==> config.mk <==
export PLATFORM = sky130hd
export DESIGN_NAME = vga_timing_gen
export DESIGN_NICKNAME = d
export VERILOG_FILES = /design/src/rtl/vga_pkg.sv /design/src/rtl/vga_axis_counter.sv /design/src/rtl/vga_timing_gen.sv
export SDC_FILE = /design/constraint.sdc
export NUM_CORES = 1
export LEC_CHECK = 0
export ABC_AREA = 1
export CAP_MARGIN = 30
export CORE_MARGIN = 2
export CORE_UTILIZATION = 40
export CTS_BUF_LIST = sky130_fd_sc_hd__clkbuf_4 sky130_fd_sc_hd__clkbuf_8 sky130_fd_sc_hd__clkbuf_16
export CTS_CLUSTER_DIAMETER = 50
export DETAILED_ROUTE_END_ITERATION = 12
export PLACE_DENSITY = 0.73
export SETUP_SLACK_MARGIN = 0.2
export SYNTH_ARGS = -nofsm -noshare
export SYNTH_HDL_FRONTEND = slang
export SYNTH_SLANG_ARGS = --single-unit
==> constraint.sdc <==
create_clock -name i_clk -period 2.15 [get_ports i_clk]
set_input_delay 0.43 -clock i_clk [delete_from_list [all_inputs] [get_ports i_clk]]
set_output_delay 0.43 -clock i_clk [all_outputs]
set_load 0.005 [all_outputs]
==> src/rtl/vga_pkg.sv <==
// rtl/vga_pkg.sv - shared VGA timing defaults, coordinate types and sync helper
package vga_pkg;

    localparam int H_VISIBLE_DEF = 800;
    localparam int H_FRONT_DEF   = 40;
    localparam int H_SYNC_DEF    = 128;
    localparam int H_BACK_DEF    = 88;
    localparam int H_TOTAL_DEF   = H_VISIBLE_DEF + H_FRONT_DEF + H_SYNC_DEF + H_BACK_DEF;

    localparam int V_VISIBLE_DEF = 600;
    localparam int V_FRONT_DEF   = 1;
    localparam int V_SYNC_DEF    = 4;
    localparam int V_BACK_DEF    = 23;
    localparam int V_TOTAL_DEF   = V_VISIBLE_DEF + V_FRONT_DEF + V_SYNC_DEF + V_BACK_DEF;

    localparam int H_COORD_W = 11;
    localparam int V_COORD_W = 10;

    typedef logic [H_COORD_W-1:0] h_coord_t;
    typedef logic [V_COORD_W-1:0] v_coord_t;

    // Maps "pulse active" onto the pin level for the chosen polarity.
    function automatic logic sync_level(input logic active, input logic active_high);
        return active ~^ active_high;
    endfunction

endpackage

==> src/rtl/vga_axis_counter.sv <==
// rtl/vga_axis_counter.sv - wrapping position counter for one screen axis
module vga_axis_counter #(
    parameter int TOTAL = 1056,
    parameter int WIDTH = 11
) (
    input  logic             clk,
    input  logic             rst_n,
    input  logic             advance,
    output logic [WIDTH-1:0] count,
    output logic [WIDTH-1:0] count_next,
    output logic             wrap
);

    localparam logic [WIDTH-1:0] LAST = WIDTH'(TOTAL - 1);

    // >= rather than == so an out-of-range value recovers to 0 on the next advance.
    assign wrap = advance && (count >= LAST);

    // Next value is exposed so the top can register decodes aligned with the count.
    always_comb begin
        count_next = count;
        if (advance) begin
            count_next = (count >= LAST) ? '0 : count + WIDTH'(1);
        end
    end

    // Reset parks on the last position so the first advance lands on 0.
    always_ff @(posedge clk or negedge rst_n) begin
        if (!rst_n) begin
            count <= LAST;
        end else begin
            count <= count_next;
        end
    end

endmodule

==> src/rtl/vga_timing_gen.sv <==
// rtl/vga_timing_gen.sv - VGA raster timing generator with frame/vblank pulses
module vga_timing_gen
    import vga_pkg::*;
#(
    parameter int H_VISIBLE        = H_VISIBLE_DEF,
    parameter int H_FRONT          = H_FRONT_DEF,
    parameter int H_SYNC           = H_SYNC_DEF,
    parameter int H_BACK           = H_BACK_DEF,
    parameter int V_VISIBLE        = V_VISIBLE_DEF,
    parameter int V_FRONT          = V_FRONT_DEF,
    parameter int V_SYNC           = V_SYNC_DEF,
    parameter int V_BACK           = V_BACK_DEF,
    parameter bit SYNC_ACTIVE_HIGH = 1'b1
) (
    input  logic                 i_clk,
    input  logic                 i_rst_n,
    input  logic                 i_pix_en,
    output logic [H_COORD_W-1:0] o_h_coord,
    output logic [V_COORD_W-1:0] o_v_coord,
    output logic                 o_disp_enbl,
    output logic                 o_hsync,
    output logic                 o_vsync,
    output logic                 o_frame_start,
    output logic                 o_vblank_start,
    output logic [15:0]          o_frame_cnt
);

    localparam int H_TOTAL = H_VISIBLE + H_FRONT + H_SYNC + H_BACK;
    localparam int V_TOTAL = V_VISIBLE + V_FRONT + V_SYNC + V_BACK;

    localparam h_coord_t H_VIS_END = h_coord_t'(H_VISIBLE);
    localparam h_coord_t HS_FIRST  = h_coord_t'(H_VISIBLE + H_FRONT);
    localparam h_coord_t HS_LAST   = h_coord_t'(H_VISIBLE + H_FRONT + H_SYNC - 1);
    localparam v_coord_t V_VIS_END = v_coord_t'(V_VISIBLE);
    localparam v_coord_t VS_FIRST  = v_coord_t'(V_VISIBLE + V_FRONT);
    localparam v_coord_t VS_LAST   = v_coord_t'(V_VISIBLE + V_FRONT + V_SYNC - 1);

    h_coord_t h_next;
    v_coord_t v_next;
    logic     h_wrap;
    logic     v_wrap;
    logic     hs_active;
    logic     vs_active;
    logic     at_origin;
    logic     at_vblank;

    vga_axis_counter #(
        .TOTAL (H_TOTAL),
        .WIDTH (H_COORD_W)
    ) u_h_counter (
        .clk        (i_clk),
        .rst_n      (i_rst_n),
        .advance    (i_pix_en),
        .count      (o_h_coord),
        .count_next (h_next),
        .wrap       (h_wrap)
    );

    vga_axis_counter #(
        .TOTAL (V_TOTAL),
        .WIDTH (V_COORD_W)
    ) u_v_counter (
        .clk        (i_clk),
        .rst_n      (i_rst_n),
        .advance    (i_pix_en && h_wrap),
        .count      (o_v_coord),
        .count_next (v_next),
        .wrap       (v_wrap)
    );

    // Decode the position being loaded so registered flags line up with the coordinates.
    always_comb begin
        hs_active = (h_next >= HS_FIRST) && (h_next <= HS_LAST);
        vs_active = (v_next >= VS_FIRST) && (v_next <= VS_LAST);
        at_origin = (h_next == '0) && (v_next == '0);
        at_vblank = (h_next == '0) && (v_next == V_VIS_END);
    end

    // Display flags follow the strobe; the event pulses last one clock only.
    always_ff @(posedge i_clk or negedge i_rst_n) begin
        if (!i_rst_n) begin
            o_disp_enbl    <= 1'b0;
            o_hsync        <= sync_level(1'b0, SYNC_ACTIVE_HIGH);
            o_vsync        <= sync_level(1'b0, SYNC_ACTIVE_HIGH);
            o_frame_start  <= 1'b0;
            o_vblank_start <= 1'b0;
            o_frame_cnt    <= '0;
        end else begin
            o_frame_start  <= 1'b0;
            o_vblank_start <= 1'b0;
            if (i_pix_en) begin
                o_disp_enbl    <= (h_next < H_VIS_END) && (v_next < V_VIS_END);
                o_hsync        <= sync_level(hs_active, SYNC_ACTIVE_HIGH);
                o_vsync        <= sync_level(vs_active, SYNC_ACTIVE_HIGH);
                o_frame_start  <= at_origin;
                o_vblank_start <= at_vblank;
                if (at_origin) begin
                    o_frame_cnt <= o_frame_cnt + 16'd1;
                end
            end
        end
    end

endmodule

==> results of run 1 <==
[metrics by stage]
| stage | TNS (ns) | util (%) | instances | setup WS [ns] |
|---|---|---|---|---|
| floorplan | -0.163 | - | 379 | -0.0188 |
| global placement | -7.85 | 57.8 | 554 | -0.391 |
| detailed placement | -7.82 | 57.8 | 554 | -0.419 |
| CTS | -0.712 | 63.3 | 577 | -0.0537 |
| global route | -5.73 | 65.2 | 580 | -0.317 |
| finish | -2.60 | 65.2 | 580 | -0.164 |
[layout make-up]
type                            count  share of cell area, %
Multi-Input combinational cell    284                   38.2
Sequential cell                    42                   25.3
Inverter                           46                   4.16
Clock buffer                        6                   1.81
Tap cell                           77                   2.29
Clock inverter                      2                  0.327
Timing Repair Buffer              123                   27.9
[power by group through the flow]
stage	clock, mW	sequential, mW	combinational [mW]
final	0.509	1.20	2.32
after global placement	0	1.18	1.96
after global routing	0.553	1.21	2.53
after CTS	0.520	1.18	2.15
after floorplan	0	1.23	0.867
after detailed placement	0	1.18	1.98
[worst min-delay path by stage]
| stage | startpoint | to | slack (ns) | depth (start not counted) |
|---|---|---|---|---|
| after global routing | i_rst_n | o_disp_enbl | 0.12 | 2 |
| after detailed placement | i_rst_n | u_v_counter.count[7] | 0.43 | 2 |
| after global placement | i_rst_n | u_v_counter.count[8] | 0.42 | 2 |
| after floorplan | i_rst_n | o_disp_enbl | 0.13 | 0 |
| final | i_rst_n | u_v_counter.count[3] | 0.1 | 2 |
| after CTS | i_rst_n | u_v_counter.count[2] | 0.12 | 2 |
[worst max-delay path: cells and delay by family (launching register included)]
family,cells,cell delay (ns)
DFF,1,0.60
and+or+nand+nor,8,0.72
buffers and inverters,4,0.55
adders and majority gates,1,0.15
AOI/OAI and AO/OA,1,0.19
[cells by family (layout without fill, tap and decap cells)]
| family | Yosys count | after routing |
|---|---|---|
| buf+inv | 54 | 177 |
| simple gates | 244 | 245 |
| fa+ha+maj | 3 | 3 |
| flops | 42 | 42 |
| compound gates | 19 | 19 |
| xor+xnor | 17 | 17 |
[sequential cells by signal (all words and copies together), names as in the netlist]
| name | count |
|---|---|
| o_frame_cnt | 16 |
| u_h_counter.count | 11 |
| u_v_counter.count | 10 |
| o_disp_enbl | 1 |
| o_frame_start | 1 |
| o_hsync | 1 |
| o_vblank_start | 1 |
| o_vsync | 1 |
[layer usage]
metal	vias up	share of wire [%]	global-route usage, %	wire [µm]
li1	1468	-	-	-
met1	1398	41	28.0	3230
met2	97	51	36.3	4020
met3	17	6.1	3.52	485
met4	0	2.0	6.96	162
met5	-	0	0	0
[layout by cell type (no fill, tap or decap), drive strengths merged]
cell             n
nand2          132
buf             80
inv             46
nor2            46
clkdlybuf4s50   41
nand3           36
dfrtp           30
nand4           22
o21ai           13
dfstp           12
xor2            10
xnor2            7
clkbuf           6
nor3             5
a21oi            3
ha               3
o21bai           2
clkinv           2
and2             1
nand3b           1
or2              1
nor4             1
o211ai           1
dlygate4sd2      1
dlymetal6s2s     1
[timing repair]
action | 4_1_cts | 5_1_grt
buffers inserted | 13 | 3
pin swaps | 7 | 9
cloned | 2 | 0
gates resized for setup | 37 | 33
endpoints found under the setup margin | 22 | 24
==> metrics, run 1 <==
Tmin final=2.31 ns; share of cells above drive strength 1=32.6%; Detailed Routing Iterations Pass 1=4; relative slew slack=77.9%; GRT overflow=0; top_reg_cell synth=dfrtp_1; power per cell area=956 nW/µm²; largest family of logic cells by synthesized area=simple AND/OR/NAND/NOR gates; row count=29; element type at the critical path end=register; fin nets=508; vias post-DR=2980; Synth area leader=dfrtp_1; Worst Path Max Fanout=7; post-synthesis mux area share=0%; Hold WC Path Type=in -> async; Worst setup SP type=register; P_sw=1.61 mW; Worst R2R End=o_frame_cnt[15]; worst reg2reg path startpoint=u_h_counter.count[0]; area growth from synthesis to layout=55.3%; Combinational Power Share=57.6%; post-synthesis cell type count=32; Root Buffer=clkbuf_8; FF-to-FF path depth=14; adder and majority cell fraction of the synthesized area=1.39%; number of max-cap violations=0; die area=7450 µm²; Hold WS=0.0998 ns; setup ws final=-0.164 ns; leakage power=2.05 nW; Max Clock Freq=0.432 GHz; endpoints failing hold=0; gpl congestion=0.877; Worst R2R Setup Slack=-0.16 ns; sequential power share=29.8%; DPL Wire Length=5260 µm; Sw Share=40.1%; clock power share=12.7%; post-route cell area=4210 µm²; Clk Latency, worst-skew pair=0.29 ns; chip width=86.3 µm; Vert. Die Dim=86.3 µm; initial antenna violation count=0; RSZ-0062 raised after global routing=true; Placement Cell Area=3730 µm²; area share of the largest cell type after synthesis=27.7%; drt wl/cell=13.6 µm; cells along the critical path=ha_4 -> buf_4 -> nand2_2 -> nand3_2 -> nand3_4 -> buf_12 -> o21bai_1 -> nand2_1 -> nand2_2 -> nor2_4 -> buf_6 -> buf_12 -> nand4_1 -> nand2_1; cts-stage hold buffer count=0; CP arrival=2.50 ns; actual slew at the worst max-slew pin=0.328 ns; Initial Util=42.0%; Antenna diodes=0; Final Power=4.02 mW; global-route wire length before repair=12800 µm; Post-Synth Simple-Gate Area=41.1%; total clock sinks=42; Total GRT Usage=21.4%; CTS tree=built; Final setup viols=20; DR iter-0 viols=242; vias per inst=5.14; critical path startpoint=u_h_counter.count[0]; Synth Net Count=385; Post-synth EDFFs=0; ys async rst share=100%; Num CTS Buffers=5; clock buffer depth=2; I/O pin count=45; fill cell count=520; Seq. cell area=1070 µm²; CP max stage delay=0.60 ns; number of global-route vias before repair=2885; Syn Inst Count=379; Final ANT Viol Nets=0; failing checks=setup timing; critical path endpoint=o_frame_cnt[15]; compound-gate portion of the synthesized area=4.34%; top post-synthesis cells by area=dfrtp_1, nand2_1, dfstp_2; largest net degree at the start of global routing=43; Post-Syn Area=2710 µm²; VDD IR-drop max=0.000740 V; Slew Viols, Final=0; CORE AREA=6460 µm²; port bufs=44; Total Routed Length=7900 µm; post-route DRC violation count=0; CP max-delay cell=dfstp_2; Post-synth top cells=nand2_1, inv_1, nor2_1; Worst Skew=0.00861 ns; Crit Path Class=reg -> reg; critical path required time=2.33 ns; status=finished, violations left; sequential-to-total area share from yosys stat=39.3%; Ys Warns=0; Worst-path clk slew=0.08 ns; Avg Cell Area, Syn=7.15 µm²; most common cell in the synthesized netlist=nand2_1; #FFs+latches synth=42; Final Cycle Share=108%; Synth Area in XOR/XNOR=5.49%; internal power=2.41 mW; H-tree levels=2; area of the multi-input gates=1610 µm²
(Power assumes the default switching activity.)
==> inputs of run 2 (changes only) <==
--- a/config.mk
+++ b/config.mk
@@ -12,7 +12,8 @@
 export CTS_BUF_LIST = sky130_fd_sc_hd__clkbuf_4 sky130_fd_sc_hd__clkbuf_8 sky130_fd_sc_hd__clkbuf_16
 export CTS_CLUSTER_DIAMETER = 50
 export DETAILED_ROUTE_END_ITERATION = 12
-export PLACE_DENSITY = 0.73
+export PLACE_DENSITY = 0.71
+export RECOVER_POWER = 100
 export SETUP_SLACK_MARGIN = 0.2
 export SYNTH_ARGS = -nofsm -noshare
 export SYNTH_HDL_FRONTEND = slang
==> constraint.sdc (replaced) <==
create_clock -name i_clk -period 2.9 [get_ports i_clk]
set_input_delay 0.58 -clock i_clk [delete_from_list [all_inputs] [get_ports i_clk]]
set_output_delay 0.58 -clock i_clk [all_outputs]
set_load 0.005 [all_outputs]
==> metrics, run 2 (same netlist as run 1, synthesis figures left out) <==
status=complete, no violations; DPL Wire Length=4880 µm (-7.2%); Worst Skew=0.00656 ns (-0.00205 ns); Hold WC Path Type=in -> async; vias post-DR=2616 (-12%); VDD IR-drop max=0.000512 V (-31%); GRT met3 Usage=2.19% (-1.3 points); global-route wire length before repair=10800 µm (-16%); Worst setup SP type=input port; final cell count without fillers=515 (-11%); Worst-path clk slew=0.08 ns (about the same); Setup TNS=0 ns (+2.60 ns); Final Power=2.31 mW (-43%); top flop regs=o_frame_cnt x16, u_h_counter.count x11, u_v_counter.count x10; number of global-route vias before repair=2423 (-16%); Crit Path Class=in -> reg; chip width=86.3 µm (unchanged); Tmin final=2.57 ns; H-tree levels=2 (unchanged); cells along the critical path=dlygate4sd3_1 -> inv_1 -> clkbuf_1 -> or2_2 -> o21ai_0 -> nor2_1 -> nand2_1 -> nor2_4 -> buf_4 -> nand4_1 -> nand2_1; Vert. Die Dim=86.3 µm (unchanged); Final setup viols=0 (-100%); power per cell area=682 nW/µm² (-29%); met2 Use GR=29.7% (-6.6 points); gpl congestion=0.894 (+2.0%); Num CTS Buffers=5 (unchanged); CP max-delay cell=dlygate4sd3_1; clock buffer depth=2 (unchanged); GRT overflow=0 (unchanged); DR iter-0 viols=167 (-31%); CTS tree=built; post-CTS sizing=0 (-100%); setup ws final=0.325 ns (+0.490 ns); register name with the most flops=o_frame_cnt; CP max stage delay=0.69 ns (+0.09 ns); post-route cell area=3390 µm² (-20%); kind of cell adding the most delay to the critical path=buffers and inverters; row count=29 (unchanged); Clk Latency, worst-skew pair=0.29 ns (about the same); I/O pin count=45 (unchanged); Slew Viols, Final=0 (unchanged); Initial Util=42.0% (unchanged); commonest non-fill, non-tap cell in the layout=nand2_1; Hold WS=0.391 ns (+0.291 ns); Total Routed Length=6390 µm (-19%); post-route DRC violation count=0 (unchanged); Total GRT Usage=17.5% (-3.9 points); max reg flops=16 (unchanged); CP most frequent cell=nand2_1; actual slew at the worst max-slew pin=1.36 ns (+1.03 ns); Most Crowded Layer GR=met2; Util after Layout=52.4% (-13 points); fill cell count=629 (+21%); vias per inst=5.08 (-1.1%); cts-stage hold buffer count=0 (unchanged); dpl ws=0.128 ns (+0.547 ns); port bufs=44 (unchanged); Post-CTS Setup Bufs=0 (-13); endpoints failing hold=0 (unchanged); largest net degree at the start of global routing=43 (unchanged); total clock sinks=42 (unchanged); placed insts=503 (-9.2%); critical path required time=3.08 ns (+0.75 ns); Root Buffer=clkbuf_8; area of the multi-input gates=1430 µm² (-11%); number of max-cap violations=0 (unchanged); element type at the critical path end=register; Final Cycle Share=88.8%; Placement Cell Area=3270 µm² (-12%); Worst Path Max Fanout=10 (+3); drt wl/cell=12.4 µm (-9.0%); CORE AREA=6460 µm² (unchanged); CP arrival=2.76 ns (+0.26 ns); Final ANT Viol Nets=0 (unchanged); Antenna diodes=0 (unchanged); critical path startpoint=i_pix_en; RSZ-0062 raised after global routing=false; relative slew slack=9.51% (-68 points); share of cells above drive strength 1=8.68% (-24 points); Detailed Routing Iterations Pass 1=4 (unchanged); Worst Path Buf+Inv=4 (unchanged); most frequent cells in the layout=nand2_1, nor2_1, inv_1, nand3_1, dlygate4sd3_1; met1 usage=23.6% (-4.4 points); fin nets=443 (-13%); leakage power=1.72 nW (-16%); Max Clock Freq=0.388 GHz; die area=7450 µm² (unchanged); area growth from synthesis to layout=24.9%; worst reg2reg path startpoint=u_h_counter.count[0]; Seq. cell area=1070 µm² (unchanged); initial antenna violation count=0 (unchanged)
[run 2: cell type report]
class / count / share of cell area (%)
clock buffer: 6 / 2.44
clock inverter: 2 / 0.370
inverter: 46 / 5.10
multi-input combinational: 284 / 42.2
sequential: 42 / 31.5
tap: 77 / 2.85
timing repair buffer: 58 / 15.6
[run 2: where the power goes]
part | switching (mW) | internal [mW] | total (mW)
registers | 0.154 | 0.733 | 0.887
clock network | 0.199 | 0.191 | 0.390
logic | 0.595 | 0.437 | 1.03
total | 0.948 | 1.36 | 2.31
[run 2: per-layer routing]
metal,part of all wire [%],up-vias
met5,0,-
met4,0.89,0
met3,3.7,5
met2,49,59
met1,47,1225
li1,-,1327
[run 2: final timing paths]
path                                         to  slack [ns]  cells after the start
max reg2reg                     o_frame_cnt[13]        0.39                     13
max                              o_frame_cnt[6]        0.33                     11
min reg2reg                         o_disp_enbl        0.48                      2
min in group i_clk                  o_disp_enbl        0.48                      2
min                        u_v_counter.count[3]        0.39                      1
max in group asynchronous  u_h_counter.count[5]        0.77                      2
==> inputs of run 3 (changes only) <==
--- a/config.mk
+++ b/config.mk
@@ -8,11 +8,11 @@
 export ABC_AREA = 1
 export CAP_MARGIN = 30
 export CORE_MARGIN = 2
-export CORE_UTILIZATION = 40
+export CORE_UTILIZATION = 50
 export CTS_BUF_LIST = sky130_fd_sc_hd__clkbuf_4 sky130_fd_sc_hd__clkbuf_8 sky130_fd_sc_hd__clkbuf_16
 export CTS_CLUSTER_DIAMETER = 50
 export DETAILED_ROUTE_END_ITERATION = 12
-export PLACE_DENSITY = 0.71
+export PLACE_DENSITY = 0.74
 export RECOVER_POWER = 100
 export SETUP_SLACK_MARGIN = 0.2
 export SYNTH_ARGS = -nofsm -noshare
==> metrics, run 3 (same netlist as run 1, synthesis figures left out) <==
status=finished, violations left; failing checks=capacitance limit, slew limit; max reg flops=16 (unchanged); CP most frequent cell=nand2_1; vias post-DR=2663 (+1.8%); Final ANT Viol Nets=0 (unchanged); Vert. Die Dim=77.6 µm (-10%); CP arrival=2.78 ns (+0.02 ns); CTS tree=built; endpoints failing hold=0 (unchanged); gpl congestion=0.911 (+1.8%); CP max-delay cell=dfstp_1; vias per inst=5.23 (+3.0%); Root Buffer=clkbuf_8; critical path required time=3.14 ns (+0.06 ns); RSZ-0062 raised after global routing=false; Worst-path clk slew=0.08 ns (about the same); share of cells above drive strength 1=8.88% (+0.21 points); final cell count without fillers=509 (-1.2%); Final Cycle Share=87.6% (-1.2 points); VDD IR-drop max=0.000500 V (-2.3%); GRT overflow=0 (unchanged); Worst Path Max Fanout=16 (+6); clock buffer depth=2 (unchanged); Crit Path Class=reg -> reg; post-route DRC violation count=0 (unchanged); die area=6020 µm² (-19%); Worst Skew=0.00820 ns (+0.00164 ns); largest net degree at the start of global routing=43 (unchanged); Final setup viols=0 (unchanged); row count=26 (-10%); placed insts=492 (-2.2%); power per cell area=704 nW/µm² (+3.2%); total clock sinks=42 (unchanged); Seq. cell area=1070 µm² (unchanged); Clk Latency, worst-skew pair=0.30 ns (about the same); number of max-cap violations=1 (+1); CP max stage delay=0.59 ns (-0.10 ns); cts-stage hold buffer count=0 (unchanged); Tmin final=2.54 ns (-0.0341 ns); fin nets=444 (+0.23%); port bufs=44 (unchanged); Setup TNS=0 ns (unchanged); actual slew at the worst max-slew pin=2.17 ns (+0.808 ns); Num CTS Buffers=5 (unchanged); Total GRT Usage=22.9% (+5.4 points); fill cell count=437 (-31%); Total Routed Length=6820 µm (+6.7%); CORE AREA=5170 µm² (-20%); top flop regs=o_frame_cnt x16, u_h_counter.count x11, u_v_counter.count x10; Antenna diodes=0 (unchanged); commonest non-fill, non-tap cell in the layout=nand2_1; Hold WC Path Type=reg -> reg; Worst setup SP type=register; Final Power=2.42 mW (+4.8%); DPL Wire Length=4720 µm (-3.3%); Detailed Routing Iterations Pass 1=4 (unchanged); number of global-route vias before repair=2397 (-1.1%); H-tree levels=2 (unchanged); Max Clock Freq=0.394 GHz (+1.3%); leakage power=1.74 nW (+1.5%); initial antenna violation count=0 (unchanged); area growth from synthesis to layout=26.8%; drt wl/cell=13.4 µm (+8.0%); I/O pin count=45 (unchanged); DR iter-0 viols=201 (+20%); Slew Viols, Final=43 (+43); global-route wire length before repair=11100 µm (+3.6%); relative slew slack=-44.4% (-54 points); Initial Util=52.4% (+10 points); chip width=77.6 µm (-10%); area of the multi-input gates=1450 µm² (+1.3%); most frequent cells in the layout=nand2_1, nor2_1, inv_1, nand3_1, dlygate4sd3_1; cells along the critical path=ha_1 -> inv_1 -> a21oi_1 -> nand2_1 -> a21oi_1 -> nand2_1 -> o21ai_1 -> nand2_1 -> nor2_4 -> buf_6 -> nand4_1 -> nand2_1; register name with the most flops=o_frame_cnt; element type at the critical path end=register
-- run 3: worst paths after layout --
check                                  endpoint  slack (ns)                  from  cells past startpoint
max reg2reg                      o_frame_cnt[8]        0.36  u_h_counter.count[1]                     12
min reg2reg                         o_disp_enbl        0.48           o_disp_enbl                      2
max                              o_frame_cnt[8]        0.36  u_h_counter.count[1]                     12
min                                 o_disp_enbl        0.48           o_disp_enbl                      2
min in group asynchronous  u_v_counter.count[2]        0.91               i_rst_n                      1
max in group asynchronous        o_frame_cnt[6]        0.75               i_rst_n                      1
-- run 3: per-layer routing --
metal | track usage (%) | wire, µm | up-vias
met5 | 0 | 0 | -
met4 | 8.21 | 123 | 0
met3 | 3.72 | 288 | 15
met2 | 34.6 | 3140 | 79
met1 | 33.2 | 3270 | 1246
li1 | - | - | 1323
-- run 3: repair_timing --
item / in CTS / in global routing
resized for setup: 0 / 4
endpoints found under the setup margin: 0 / 17
buffers inserted: 0 / 7
-- run 3: layout make-up --
| cell class | count | area share, % |
|---|---|---|
| clock inverter | 2 | 1.09 |
| inverter | 46 | 5.02 |
| timing repair buffer | 58 | 16.0 |
| tap | 70 | 2.55 |
| sequential | 42 | 31.0 |
| clock buffer | 6 | 2.22 |
| multi-input combinational | 285 | 42.1 |
-- run 3: worst max-delay path: cells and delay by family, from the launching register on --
kind	cells	cell delay, ns
buffers and inverters	2	0.26
DFF	1	0.59
AOI/OAI and AO/OA	3	0.63
adders and majority gates	1	0.22
and+or+nand+nor	6	0.77
-- run 3: power by group --
part | switching [mW] | internal (mW) | leakage [nW]
Clock | 0.207 | 0.266 | 0.0548
Combinational | 0.617 | 0.440 | 1.16
Sequential | 0.156 | 0.734 | 0.527
-- run 3: per-stage QoR --
stage          hold slack [ns]  utilization (%)  setup WS [ns]  area [µm²]
2_1_floorplan            0.284                -          0.670        2710
3_3_place_gp             0.463             62.7          0.115        3250
3_5_place_dp             0.468             62.7         0.0493        3250
4_1_cts                  0.439             64.9          0.298        3360
5_1_grt                  0.514             66.4          0.132        3440
6_report                 0.481             66.4          0.360        3440
